===== src/rtl/detector_arbiter.sv =====
// Round-robin scheduler sharing one serial sequence detector among N_REQ lanes.
// Optional early exit on the first detector hit is enabled by defining DETARB_EARLY_EXIT_EN.
module detector_arbiter #(
   parameter int N_REQ     = 4,
   parameter int FRAME_LEN = 8,
   parameter int CNT_W     = 4
) (
   input  logic                       clk,
   input  logic                       rst,
   input  logic [N_REQ-1:0]           req,
   input  logic [N_REQ-1:0]           lane_x,
   output logic [N_REQ-1:0]           grant,
   output logic                       busy,
   output logic                       det_x,
   output logic                       det_rst,
   input  logic                       det_z,
   output logic                       done,
   output logic [$clog2(N_REQ)-1:0]   done_id,
   output logic [CNT_W-1:0]           match_cnt
);

   localparam int IDW = $clog2(N_REQ);
   localparam int BCW = $clog2(FRAME_LEN);

   // Handshake: a lane holds req high until it sees done with its done_id; the grant
   // is taken only in IDLE and stays fixed until REPORT, whatever req does meanwhile.
   typedef enum logic [2:0] {
      S_IDLE   = 3'd0,
      S_CLEAR  = 3'd1,
      S_STREAM = 3'd2,
      S_DRAIN  = 3'd3,
      S_REPORT = 3'd4
   } state_t;

   state_t             r_state;
   state_t             w_next_state;
   logic [N_REQ-1:0]   r_grant;
   logic [IDW-1:0]     r_gnt_idx;
   logic [IDW-1:0]     r_rr;
   logic [BCW-1:0]     r_bit_cnt;
   logic [CNT_W-1:0]   r_hit_cnt;
   logic [IDW-1:0]     r_done_id;
   logic [CNT_W-1:0]   r_match_cnt;
   logic               r_rst_hold;

   logic [IDW-1:0]     w_pick;
   logic               w_last_bit;
   logic               w_sample;
   logic               w_hit;
   logic [CNT_W-1:0]   w_hit_next;

   function automatic logic [IDW-1:0] f_pick(input logic [N_REQ-1:0] r, input logic [IDW-1:0] p);
      logic [IDW-1:0] sel;
      logic           found;
      int             idx;
      sel   = '0;
      found = 1'b0;
      for (int k = 0; k < N_REQ; k++) begin
         idx = int'(p) + k;
         if (idx >= N_REQ) idx = idx - N_REQ;
         if (!found && r[idx]) begin
            found = 1'b1;
            sel   = IDW'(idx);
         end
      end
      return sel;
   endfunction

   assign w_pick     = f_pick(req, r_rr);
   assign w_last_bit = (r_bit_cnt == BCW'(FRAME_LEN - 1));
   // The detector answers one cycle late, so stream cycle 0 carries no result.
   assign w_sample   = ((r_state == S_STREAM) && (r_bit_cnt != '0)) || (r_state == S_DRAIN);
   assign w_hit      = w_sample && det_z;
   assign w_hit_next = (w_hit && (r_hit_cnt != {CNT_W{1'b1}})) ? r_hit_cnt + 1'b1 : r_hit_cnt;

   always_ff @(posedge clk) begin
      if (!rst) r_state <= S_IDLE;
      else      r_state <= w_next_state;
   end

   always_comb begin
      w_next_state = r_state;
      case (r_state)
         S_IDLE:   if (|req) w_next_state = S_CLEAR;
         S_CLEAR:  w_next_state = S_STREAM;
         S_STREAM: begin
`ifdef DETARB_EARLY_EXIT_EN
            if (w_hit)           w_next_state = S_REPORT;
            else if (w_last_bit) w_next_state = S_DRAIN;
`else
            if (w_last_bit)      w_next_state = S_DRAIN;
`endif
         end
         S_DRAIN:  w_next_state = S_REPORT;
         S_REPORT: w_next_state = S_IDLE;
         default:  w_next_state = S_IDLE;
      endcase
   end

   always_ff @(posedge clk) begin
      if (!rst) begin
         r_grant     <= '0;
         r_gnt_idx   <= '0;
         r_rr        <= '0;
         r_bit_cnt   <= '0;
         r_hit_cnt   <= '0;
         r_done_id   <= '0;
         r_match_cnt <= '0;
         r_rst_hold  <= 1'b1;
      end else begin
         r_rst_hold <= 1'b0;
         case (r_state)
            S_IDLE: begin
               if (|req) begin
                  r_grant   <= {{(N_REQ-1){1'b0}}, 1'b1} << w_pick;
                  r_gnt_idx <= w_pick;
               end
            end
            S_CLEAR: begin
               r_bit_cnt <= '0;
               r_hit_cnt <= '0;
            end
            S_STREAM: begin
               r_bit_cnt <= r_bit_cnt + 1'b1;
               r_hit_cnt <= w_hit_next;
            end
            S_DRAIN:  r_hit_cnt <= w_hit_next;
            S_REPORT: r_rr <= (r_gnt_idx == IDW'(N_REQ - 1)) ? '0 : r_gnt_idx + 1'b1;
            default:  ;
         endcase
         // Result registers capture on entry to REPORT so they include the final sample.
         if (w_next_state == S_REPORT) begin
            r_grant     <= '0;
            r_done_id   <= r_gnt_idx;
            r_match_cnt <= w_hit_next;
         end
      end
   end

   always_comb begin
      busy      = (r_state != S_IDLE);
      det_rst   = r_rst_hold || (r_state == S_CLEAR);
      det_x     = (r_state == S_STREAM) ? lane_x[r_gnt_idx] : 1'b0;
      done      = (r_state == S_REPORT);
      grant     = r_grant;
      done_id   = r_done_id;
      match_cnt = r_match_cnt;
   end

endmodule


===== config.mk =====
export PLATFORM = sky130hd
export DESIGN_NAME = detector_arbiter
export DESIGN_NICKNAME = d
export VERILOG_FILES = /design/src/rtl/detector_arbiter.sv
export SDC_FILE = /design/constraint.sdc
export NUM_CORES = 1
export LEC_CHECK = 0
export CAP_MARGIN = 10
export CORE_ASPECT_RATIO = 1.25
export CORE_MARGIN = 2
export CORE_UTILIZATION = 46
export DETAILED_ROUTE_END_ITERATION = 10
export GPL_TIMING_DRIVEN = 0
export PLACE_DENSITY = 0.71
export SLEW_MARGIN = 25
export SYNTH_ARGS = -nofsm -noshare
export SYNTH_HDL_FRONTEND = slang
export SYNTH_SLANG_ARGS = --single-unit

===== constraint.sdc =====
create_clock -name clk -period 1.6 [get_ports clk]
set_input_delay 0.24 -clock clk [delete_from_list [all_inputs] [get_ports clk]]
set_output_delay 0.24 -clock clk [all_outputs]
set_load 0.02 [all_outputs]

==> key figures <==
Outcome
  • Status: finished with violations
  • Failing checks: negative setup slack

Critical path
  • Crit-path max FO: 2
  • R2r endpoint: match_cnt[2]$_SDFFE_PN0N_
  • Crit. End Element: output port
  • Setup CP Type: flip-flop to output port
  • Data required, critical path: 1.36 ns
  • FF-to-FF setup slack: 0.06 ns
  • Reg2Reg Depth: 6
  • Arr. time, crit path: 1.49 ns
  • Reg-to-Reg Start: r_bit_cnt[1]$_SDFFE_PN0P_
  • Startpoint Class: flip-flop

Min path
  • Hold crit path type: flip-flop to flip-flop
  • Hold endpoint: match_cnt[3]$_SDFFE_PN0N_
  • Hold Path Stages: 2
  • HP Start: match_cnt[3]$_SDFFE_PN0N_

Final layout
  • Most frequent cells in the layout: clkdlybuf4s50_1, dfxtp_1, nand2_1, a21oi_1, buf_4
  • Footprint of the multi-input gates: 817 sq um
  • FF+latch area: 513 sq um
  • Area delta synth->final: 36.2%
  • Number of nets in the layout: 204
  • Fraction of layout cells with a size suffix above 1: 0.251
  • Commonest non-fill, non-tap cell in the layout: clkdlybuf4s50_1
  • Filler cell count in the final layout: 239
  • ANT cells: 0

Route
  • Routed vias: 1245
  • Final wirelength: 3.18 mm
  • Post-DRT Antenna Nets: 0
  • 1st-iter DRT viols: 47
  • Detailed-route DRC error count: 0
  • WL/cell: 14.4 um
  • Drt pass-1 iters: 4
  • Via/cell ratio: 5.63

GRT
  • Vias in the first global route: 1258
  • Largest net degree at the start of global routing: 16
  • Initial antenna violation count: 0
  • Overall Global Routing Usage: 0.203
  • First-pass GRT wire length: 5.16 mm
  • Total global routing overflow: 0

Clock network
  • # H-tree levels: 1
  • Reg clk slew, reported paths: 0.14 ns
  • Clock root cell: clkbuf_4
  • Num CTS Buffers: 3
  • Clock Sinks: 25
  • CTS tree: yes
  • Post-CTS Hold Fix Bufs: 0
  • Clock latency on the worst-skew pair: 0.32 ns
  • CTS max path bufs: 2

Floorplan
  • Cell row count: 21
  • Die Span Y: 63.2 um
  • Core ar.: 2680 sq um
  • Die X: 51.4 um
  • I/O Pins: 25
  • Initial Util: 0.482
  • Die area: 3250 sq um

STA
  • Final-report setup violation count: 3
  • Period Utilization, post-route: 1.08
  • Slew HR: 0.673
  • Final Hold Fails: 0
  • Worst setup margin: -0.129 ns
  • Clock skew: 0.00492 ns
  • Final Max Slew Viols: 0
  • Fmax: 0.578 GHz
  • Final TNS setup: -0.253 ns
  • Min Tclk post-route: 1.73 ns
  • Worst-margin pin slew: 0.487 ns
  • RSZ-0062 raised after global routing: true

Yosys
  • Main flop type after synthesis: dfxtp_1
  • Yosys top cell area share: 0.388
  • Register area share after synthesis: 0.388
  • Ranking of synthesized cells by area: dfxtp_1, a21oi_1, nand2_1
  • Synthesized area per cell: 8.55 sq um
  • Synth cell types: 43
  • Post-synth EDFFs: 0
  • Post-Syn Area: 1290 sq um
  • Async set-reset flop share out of synthesis: 0
  • Synthesized net count: 167
  • Post-Syn Instances: 151
  • Yosys warns: 0
  • Flops & latches, synth: 25
  • Dominant cell type by area after synthesis: dfxtp_1

Power and ir drop
  • Tot Pwr: 1.70 mW
  • Leakage: 0.686 nW
  • Peak supply drop: 807 uV
  • Pwr Density: 966 nW/um^2

Placed design
  • DP HPWL: 2.22 mm
  • IO buf count: 24
  • Gpl congestion: 0.848

Flow run
  • Max-Cap Viols: 0
==> per-stage QoR <==
step | setup WS [ns] | instance area [sq um] | hold WS, ns | utilization | cells
final | -0.129 | 1760 | 0.476 | 0.656 | 221
after detailed placement | -0.461 | 1580 | 0.457 | 0.590 | 209
after global routing | -0.162 | 1760 | 0.496 | 0.656 | 221
after global placement | -0.436 | 1580 | 0.446 | 0.590 | 209
after CTS | -0.132 | 1690 | 0.481 | 0.632 | 219
after floorplan | 0.0712 | 1300 | 0.419 | - | 151
==> cell type report <==
cell class,count,share of cell area
plain buffers,4,0.0178
clock buffers,3,0.0128
clock inverters,1,0.00427
inverters,8,0.0171
multi-input cells,114,0.464
flip-flops and latches,25,0.292
well taps,34,0.0242
repair buffers,32,0.168
==> cells by family (layout without fill, tap and decap cells) <==
family,count (synthesis),after routing,share of synthesized area
buffers and inverters,12,48,0.0417
AO/OA/AOI/OAI,40,40,0.204
AND/OR/NAND/NOR,66,66,0.287
adder cells (fa/ha/maj),5,5,0.0484
XOR/XNOR,2,2,0.0136
multiplexers,1,1,0.0174
flip-flops,25,25,0.388
==> layer usage <==
metal | up-vias | wire length [um] | share of wire | global-route usage
li1 | 623 | - | - | -
met1 | 585 | 1240 | 0.39 | 0.215
met2 | 31 | 1770 | 0.56 | 0.389
met3 | 6 | 111 | 0.035 | 0.0166
met4 | 0 | 55 | 0.017 | 0.0888
met5 | - | 0 | 0 | 0
==> how the worst max path moves through the flow <==
stage / start / to / slack [ns] / cells after the start
after floorplan: r_bit_cnt[0]$_SDFFE_PN0P_ / match_cnt[2]$_SDFFE_PN0N_ / 0.07 / 6
after global placement: lane_x[3] / det_x / -0.44 / 4
after detailed placement: lane_x[3] / det_x / -0.46 / 4
after CTS: r_gnt_idx[0]$_SDFFE_PN0P_ / det_x / -0.13 / 3
after global routing: r_state[1]$_SDFF_PN0_ / det_rst / -0.16 / 4
final: r_gnt_idx[0]$_SDFFE_PN0P_ / det_x / -0.13 / 3
==> report_power, final <==
part           total (mW)  switching (mW)  internal, mW
Sequential          0.732          0.0465         0.685
Combinational       0.677           0.346         0.331
Clock               0.290           0.195        0.0955
==> repair_timing <==
item                                   in CTS  in global routing
cloned                                      0                  0
endpoints found under the hold margin       0                  0
gates resized for setup                    34                 17
pin swaps                                   0                  3
buffers inserted                            6                  2
setup endpoints to repair                  10                 17
==> cell usage after synthesis (2+ instances only) <==
| cell | n |
|---|---|
| a21oi_1 | 14 |
| a2bb2oi_1 | 2 |
| a31oi_1 | 3 |
| a32o_1 | 4 |
| and2_1 | 2 |
| and3_1 | 4 |
| clkbuf_1 | 2 |
| dfxtp_1 | 25 |
| ha_1 | 5 |
| inv_1 | 7 |
| nand2_1 | 18 |
| nand2b_1 | 3 |
| nand3_1 | 7 |
| nor2_1 | 12 |
| nor2b_1 | 3 |
| nor3_1 | 2 |
| nor4b_1 | 2 |
| o21ai_0 | 6 |
| o31ai_1 | 4 |
| or3_1 | 2 |
| xnor2_1 | 2 |
==> sequential cells by signal, indices dropped and copies added (netlist names), 2 cells and up <==
name and cells:
done_id 2, grant 4, match_cnt 4, r_bit_cnt 3
r_gnt_idx 2, r_hit_cnt 4, r_rr 2, r_state 3
==> worst max-delay path, cell delays in order, from the launching register on <==
cell and delay [ns]:
dfxtp_4 0.38, mux4_2 0.49, nor4b_4 0.14, buf_4 0.16
(Power assumes the default switching activity.)
